### src/rtl/vga_pattern_gen.sv
// Test-pattern stage behind the 640x480 VGA timing generator.
// It selects the pattern with a debounced button, updates the mode at frame start, and runs a two-stage pixel pipeline.
module vga_pattern_gen #(
  parameter int NUM_MODES       = 6,
  parameter int DEBOUNCE_CYCLES = 1000000,
  parameter bit SYNC_INVERT     = 1'b1,
  parameter int H_DISPLAY       = 640,
  parameter int V_DISPLAY       = 480
) (
  input  logic       clk,
  input  logic       rst,
  input  logic       pixel_en,
  input  logic [9:0] h_count,
  input  logic [9:0] v_count,
  input  logic       display_en,
  input  logic       h_sync_in,
  input  logic       v_sync_in,
  input  logic       btn_mode,
  output logic [3:0] vga_r,
  output logic [3:0] vga_g,
  output logic [3:0] vga_b,
  output logic       h_sync_out,
  output logic       v_sync_out,
  output logic [2:0] mode,
  output logic [7:0] frame_cnt
);

  localparam int CW = (DEBOUNCE_CYCLES > 1) ? $clog2(DEBOUNCE_CYCLES) : 1;
  localparam logic [CW-1:0] DB_MAX = CW'(DEBOUNCE_CYCLES - 1);

  // ---------------- button path ----------------
  logic          btn_s1, btn_s2, btn_db, btn_db_q;
  logic [CW-1:0] db_cnt;
  logic          press;

  always_ff @(posedge clk) begin
    if (rst) begin
      btn_s1   <= 1'b0;
      btn_s2   <= 1'b0;
      btn_db   <= 1'b0;
      btn_db_q <= 1'b0;
      db_cnt   <= '0;
    end else begin
      btn_s1   <= btn_mode;
      btn_s2   <= btn_s1;
      btn_db_q <= btn_db;
      if (btn_s2 == btn_db) begin
        db_cnt <= '0;
      end else if (db_cnt == DB_MAX) begin
        btn_db <= ~btn_db;
        db_cnt <= '0;
      end else begin
        db_cnt <= db_cnt + 1'b1;
      end
    end
  end

  assign press = btn_db & ~btn_db_q;

  // ---------------- mode / frame counter ----------------
  logic [2:0] mode_pending, pending_nxt;
  logic       frame_start;

  always_comb begin
    pending_nxt = mode_pending;
    if (press)
      pending_nxt = (mode_pending == 3'(NUM_MODES - 1)) ? 3'd0 : mode_pending + 3'd1;
  end

  assign frame_start = pixel_en && (h_count == 10'd0) && (v_count == 10'd0);

  // A press landing in the frame-start cycle is folded in via pending_nxt
  always_ff @(posedge clk) begin
    if (rst) begin
      mode_pending <= 3'd0;
      mode         <= 3'd0;
      frame_cnt    <= 8'd0;
    end else begin
      mode_pending <= pending_nxt;
      if (frame_start) begin
        mode      <= pending_nxt;
        frame_cnt <= frame_cnt + 8'd1;
      end
    end
  end

  // ---------------- stage 1: register and pre-decode ----------------
  logic [2:0]  bar_idx, bar1;
  logic        grid, box;
  logic [10:0] box_left;
  logic [3:0]  ramp1;
  logic        de1, hs1, vs1, chk1, grid1, box1;

  always_comb begin
    bar_idx = 3'd7;
    for (int i = 6; i >= 0; i--)
      if (h_count < 10'((i + 1) * 80)) bar_idx = 3'(i);
  end

  assign grid = (h_count[4:0] == 5'd0) || (v_count[4:0] == 5'd0) ||
                (h_count == 10'(H_DISPLAY - 1)) || (v_count == 10'(V_DISPLAY - 1));

  assign box_left = {2'b00, frame_cnt, 1'b0};
  assign box = ({1'b0, h_count} >= box_left) && ({1'b0, h_count} < box_left + 11'd64) &&
               (v_count >= 10'd200) && (v_count < 10'd264);

  always_ff @(posedge clk) begin
    if (rst) begin
      de1   <= 1'b0;
      hs1   <= 1'b0;
      vs1   <= 1'b0;
      bar1  <= 3'd0;
      chk1  <= 1'b0;
      grid1 <= 1'b0;
      box1  <= 1'b0;
      ramp1 <= 4'd0;
    end else if (pixel_en) begin
      de1   <= display_en;
      hs1   <= h_sync_in;
      vs1   <= v_sync_in;
      bar1  <= bar_idx;
      chk1  <= h_count[5] ^ v_count[5];
      grid1 <= grid;
      box1  <= box;
      ramp1 <= h_count[9:6];
    end
  end

  // ---------------- stage 2: colour and syncs ----------------
  function automatic logic [11:0] bar_rgb(input logic [2:0] idx);
    case (idx)
      3'd0:    bar_rgb = 12'hFFF;
      3'd1:    bar_rgb = 12'hFF0;
      3'd2:    bar_rgb = 12'h0FF;
      3'd3:    bar_rgb = 12'h0F0;
      3'd4:    bar_rgb = 12'hF0F;
      3'd5:    bar_rgb = 12'hF00;
      3'd6:    bar_rgb = 12'h00F;
      default: bar_rgb = 12'h000;
    endcase
  endfunction

  logic [11:0] colour;

  always_comb begin
    colour = 12'h000;
    case (mode)
      3'd0: colour = bar_rgb(bar1);
      3'd1: colour = chk1 ? 12'h000 : 12'hFFF;
      3'd2: colour = {ramp1, ramp1, ramp1};
      3'd3: colour = grid1 ? 12'hFFF : 12'h000;
      3'd4: colour = bar_rgb(frame_cnt[7:5]);
      3'd5: colour = box1 ? 12'hF00 : 12'h00F;
      default: colour = 12'h000;
    endcase
  end

  always_ff @(posedge clk) begin
    if (rst) begin
      {vga_r, vga_g, vga_b} <= 12'h000;
      h_sync_out <= SYNC_INVERT;
      v_sync_out <= SYNC_INVERT;
    end else if (pixel_en) begin
      {vga_r, vga_g, vga_b} <= de1 ? colour : 12'h000;
      h_sync_out <= hs1 ^ SYNC_INVERT;
      v_sync_out <= vs1 ^ SYNC_INVERT;
    end
  end

endmodule

### config.mk
export PLATFORM = sky130hd
export DESIGN_NAME = vga_pattern_gen
export DESIGN_NICKNAME = d
export VERILOG_FILES = /design/src/rtl/vga_pattern_gen.sv
export SDC_FILE = /design/constraint.sdc
export NUM_CORES = 1
export LEC_CHECK = 0
export CAP_MARGIN = 40
export CORE_ASPECT_RATIO = 1.75
export CORE_MARGIN = 1.5
export CORE_UTILIZATION = 50
export CTS_BUF_LIST = sky130_fd_sc_hd__clkbuf_4
export DETAILED_ROUTE_END_ITERATION = 12
export PLACE_DENSITY = 0.75
export SETUP_SLACK_MARGIN = 0.4
export SLEW_MARGIN = 20
export SYNTH_ARGS = -nofsm -noshare
export SYNTH_HDL_FRONTEND = slang
export SYNTH_SLANG_ARGS = --single-unit
export TNS_END_PERCENT = 30
### constraint.sdc
create_clock -name clk -period 7.5 [get_ports clk]
set_clock_uncertainty 0.1 [all_clocks]
set_input_delay 1.5 -clock clk [delete_from_list [all_inputs] [get_ports clk]]
set_output_delay 1.5 -clock clk [all_outputs]
set_load 0.005 [all_outputs]
-- After elaboration in Yosys (flattened, before gate mapping)
Index checks and enable logic that the tools add are counted.
- flip-flop bits (word level): 65
- bits in latches: 0
- bits in writable memories: 0
- memory bits (read-only): 0
- input bits: 27
- memories kept: 0
- add/sub/neg operators: 4
- $mul: 0
- div/mod/pow operators: 0
- order comparisons: 11
- equal/unequal tests: 22
- shifts and indexed selects: 0
- multiplexer cells: 16
- bitwise gates (word level): 7
- reductions and logical operators: 17
- operator list (operator ; count):
    $pmux W12 S7 ; 2
    $pmux W12 S6 ; 1
    $mux W12 ; 4
    $lt A10 B9 Y1 const B ; 4
    $eq A3 B3 Y1 const B ; 9
    $mux W3 ; 8
    $add A20 B1 Y20 const B ; 1
    $eq A20 B20 Y1 const B ; 1
    $logic_not A10 Y1 ; 2
    $lt A10 B8 Y1 const B ; 2
    $eq A3 B2 Y1 const B ; 6
    $add A9 B7 Y10 const B ; 1
    $eq A10 B10 Y1 const B ; 1
    $eq A10 B9 Y1 const B ; 1
    $ge A10 B8 Y1 const B ; 1
    $ge A10 B9 Y1 ; 1
    $logic_not A5 Y1 ; 2
    $lt A10 B10 Y1 ; 1
    $lt A10 B10 Y1 const B ; 1
    $lt A10 B7 Y1 const B ; 1
    $eq A3 B1 Y1 const B ; 3
    $logic_not A3 Y1 ; 3
    $add A8 B1 Y8 const B ; 1
    $logic_and A1 B1 Y1 ; 5
    other kinds (9) ; 15

-- Longest topological paths before layout
- depth in word-level cells: 8
- depth in mapped cells: 7
- mapped depth without buffers: 7

-- Worst setup path after synthesis
No wires, ideal clock.
- path type: input-to-reg
- start: input h_count[4]
- end: register frame_cnt[2]
- data arrival time: 3.254 ns
- data required time: 7.329 ns
- setup slack: 4.075 ns
- stages: 5
- path buffers: 1
- cells stage by stage: or4_4 > or4_4 > buf_6 > or4_1 > a21oi_1
- cells in the longest elaborated chain, start to end: 3
- ends and longest elaborated chain (item ; line ; source):
    from (decl) ; 13 ; input logic [9:0] h_count,
    $logic_not A10 Y1 ; 70 ; assign frame_start = pixel_en && (h_count == 10'd0) && (v_count == 10'd0);
    $logic_and A1 B1 Y1 (2 in series) ; 70 ;
    to (signal assigned) ; 82 ; frame_cnt <= frame_cnt + 8'd1;
    to (decl) ; 25 ; output logic [7:0] frame_cnt
Every way passes these cells.
A chain may end at the register's enable or synchronous reset.

-- Worst setup path in the final report
Same ends and word-level chain as after synthesis.

==> flow_summary.toml <==
[route]
ant_nets = 0
dr.pass1.iters = 6
vias_per_cell = 5.74
drtIter0Drc = 137
vias = 3185
drc_errors = 0
wirelength_mm = 8.29
post_drt_wl_per_cell_um = 14.9

[place]
placed_cell_area_mm2 = 0.00405
dp_hpwl_mm = 6.17
place_ws_ns = 3.44
portBuffers = 51
place.gp.congestion = 0.838

[final_layout]
drive_above_1_share_pct = 7.64
num_antenna_cells = 0
final_cell_area_mm2 = 0.00424
final_cell_mix = "dfxtp_1 (65), nor2_1 (60), clkdlybuf4s50_1 (50)"
syn_to_final_growth_pct = 20.9
layout_commonest_cell = "dfxtp_1"
nNetsFinal = 512

[grt]
grt_overflow_total = 0
antenna_found_initial = 0
grt_use_total_pct = 23.1
grt_max_degree = 53
first_global_vias = 3066
grt_pass1_wl_mm = 13.4

[setup_path]
critPathMaxFanout = 17
crit_family = "simple AND/OR/NAND/NOR gates"
cp_cell_sequence = "clkdlybuf4s50_1, or4_4, or4_4, or4_1, a21oi_1"
crit_buf_inv = 1
slowest_stage = "or4_4"
worstSetupPathType = "input pin to flop"
cp_common_cell = "or4_4"
worstPathArrival_ns = 3.90
max_stage_delay_ns = 0.64
start_kind = "input pin"
worstPathRequired_ns = 7.75
end_kind = "flop"

[synth]
yosys_warnings = 0
yosysTopAreaCellShare_pct = 37.1
synth_ff_type = "dfxtp_1"
ys_seq_area_share_pct = 37.1
syn_nets = 468
synth_seq_cells = 65
synth_cell_types = 46
synthArstFlopShare_pct = 0
synthTopCellsByArea = "dfxtp_1 (37%), ha_1 (6.8%), nor2_1 (6.4%)"
synth-edff-count = 0
netlist_area_mm2 = 0.00351
synthCells = 422
avgSynthCellArea_um2 = 8.32
synth_top_cell_by_area = "dfxtp_1"

[sta]
setup_ws_ns = 3.85
period_share_pct = 48.7
setup_tns_ns = 0
max_slew_margin_pct = 63.1
tightest_slew_ns = 0.547
hold_viol = 0
layout_min_cycle_time_ns = 3.65
setup_violations = 0
slew_violations = 0
rsz0062_at_grt = "no"
max_freq_mhz = 274

[floorplan]
boundaryPins = 52
placeableCoreArea_mm2 = 0.00681
dieArea_mm2 = 0.00755
row_count = 40
die_h_um = 114
fp.dieW_um = 66.3
initial_core_util_pct = 51.6

[clock_network]
htreeDepth = 3
clock_latency_ns = 0.43
cts_resized = 0
cts_max_path_buffers = 2
root_buffer = "clkbuf_4"
cts_tree = "yes"
hold_buffers = 0
postCtsSetupRepairBufs = 0
cts-buffers-inserted = 9
clock-sinks = 65
clkTransAtPathRegs_ns = 0.10

[min_path]
hold_path_class = "flop to flop"

[power_and_ir_drop]
clkPwrFrac_pct = 42.0
p_leak_nw = 1.46
peakVddDrop_v = 0.000188
powerDensity_mw_per_mm2 = 172
p_int_w = 0.000560
power.net_switching_w = 0.000171
seq_power_share_pct = 48.7
combPwrFrac_pct = 9.3
swShare_pct = 23.4

[job]
cap_violations = 0

[outcome]
status = "finished clean"
flip-flops by register name (all words and copies together), names as in the netlist, 3 cells and up:
register and cells:
vga_g 4, frame_cnt 8, vga_b 4, ramp1 4, mode 3, mode_pending 3
vga_r 4, db_cnt 20, bar1 3
cells by family (layout without fill, tap and decap cells):
family	after synthesis	count (layout)	share of synthesized area (%)
AND/OR/NAND/NOR	185	185	28.3
XOR/XNOR	14	14	3.49
buffers and inverters	44	93	5.13
AO/OA/AOI/OAI	78	78	13.8
multiplexers	16	16	5.13
flip-flops	65	65	37.1
adder cells (fa/ha/maj)	20	20	7.06
cell type report:
class                           count  area, µm²
Multi-Input combinational cell    313       2030
Clock buffer                       10       75.1
Sequential cell                    65       1300
Fill cell                         644       2560
Timing Repair Buffer               55        536
Clock inverter                      6        115
Inverter                           22       82.6
Tap cell                           84        105
through the flow:
stage,cells,total power [W],hold WS (ns),util (%)
after floorplan,422,0.000400,0.313,-
after global routing,555,0.000761,0.362,62.3
final,555,0.000731,0.340,62.3
after global placement,538,0.000429,0.321,59.4
after detailed placement,539,0.000432,0.326,59.5
after CTS,555,0.000737,0.347,62.3
cell usage after synthesis, types with 2 or more instances:
library cell and instances:
dfxtp_1 65, nor2_1 60, a21oi_1 28, inv_1 22, ha_1 19, nor2b_1 19, clkbuf_1 18, a211oi_1 17
o21ai_0 16, nand2_1 14, nor3_1 14, nand3_1 13, nand4_1 11, or3_1 11, nand2b_1 10, mux2i_1 9
xor2_1 8, mux2_2 6, xnor2_1 6, nand4b_1 5, nor4_1 4, or4_1 4, a21o_1 3, o31ai_1 3
or2_2 3, a211o_1 2, a221oi_1 2, and2_1 2, and3_1 2, and4_1 2, buf_1 2, buf_6 2
nand3b_1 2, nor3b_1 2, nor4b_1 2, o41ai_1 2, or3b_2 2, or4_4 2
per-layer routing:
metal	up-vias	wire, µm	track usage (%)
met1	1502	3010	21.3
met4	0	351	13.2
met5	-	0	0
li1	1588	-	-
met2	67	4670	43.5
met3	28	262	6.02
worst paths after layout:
path                  end          from  slack, ns  depth (start not counted)
max          frame_cnt[2]    h_count[4]       3.85                          5
min             db_cnt[0]     db_cnt[0]       0.34                          1
max reg2reg      vga_r[2]  frame_cnt[5]       5.22                          6
min reg2reg     db_cnt[0]     db_cnt[0]       0.34                          1
power groups by stage:
stage | sequential [W] | clock [W] | combinational, W
2_1_floorplan | 0.000363 | 0 | 0.0000368
4_1_cts | 0.000356 | 0.000313 | 0.0000681
6_report | 0.000356 | 0.000307 | 0.0000679
5_1_grt | 0.000357 | 0.000330 | 0.0000744
3_5_place_dp | 0.000364 | 0 | 0.0000679
3_3_place_gp | 0.000363 | 0 | 0.0000659
No activity file was read; power rests on OpenSTA's default activity.
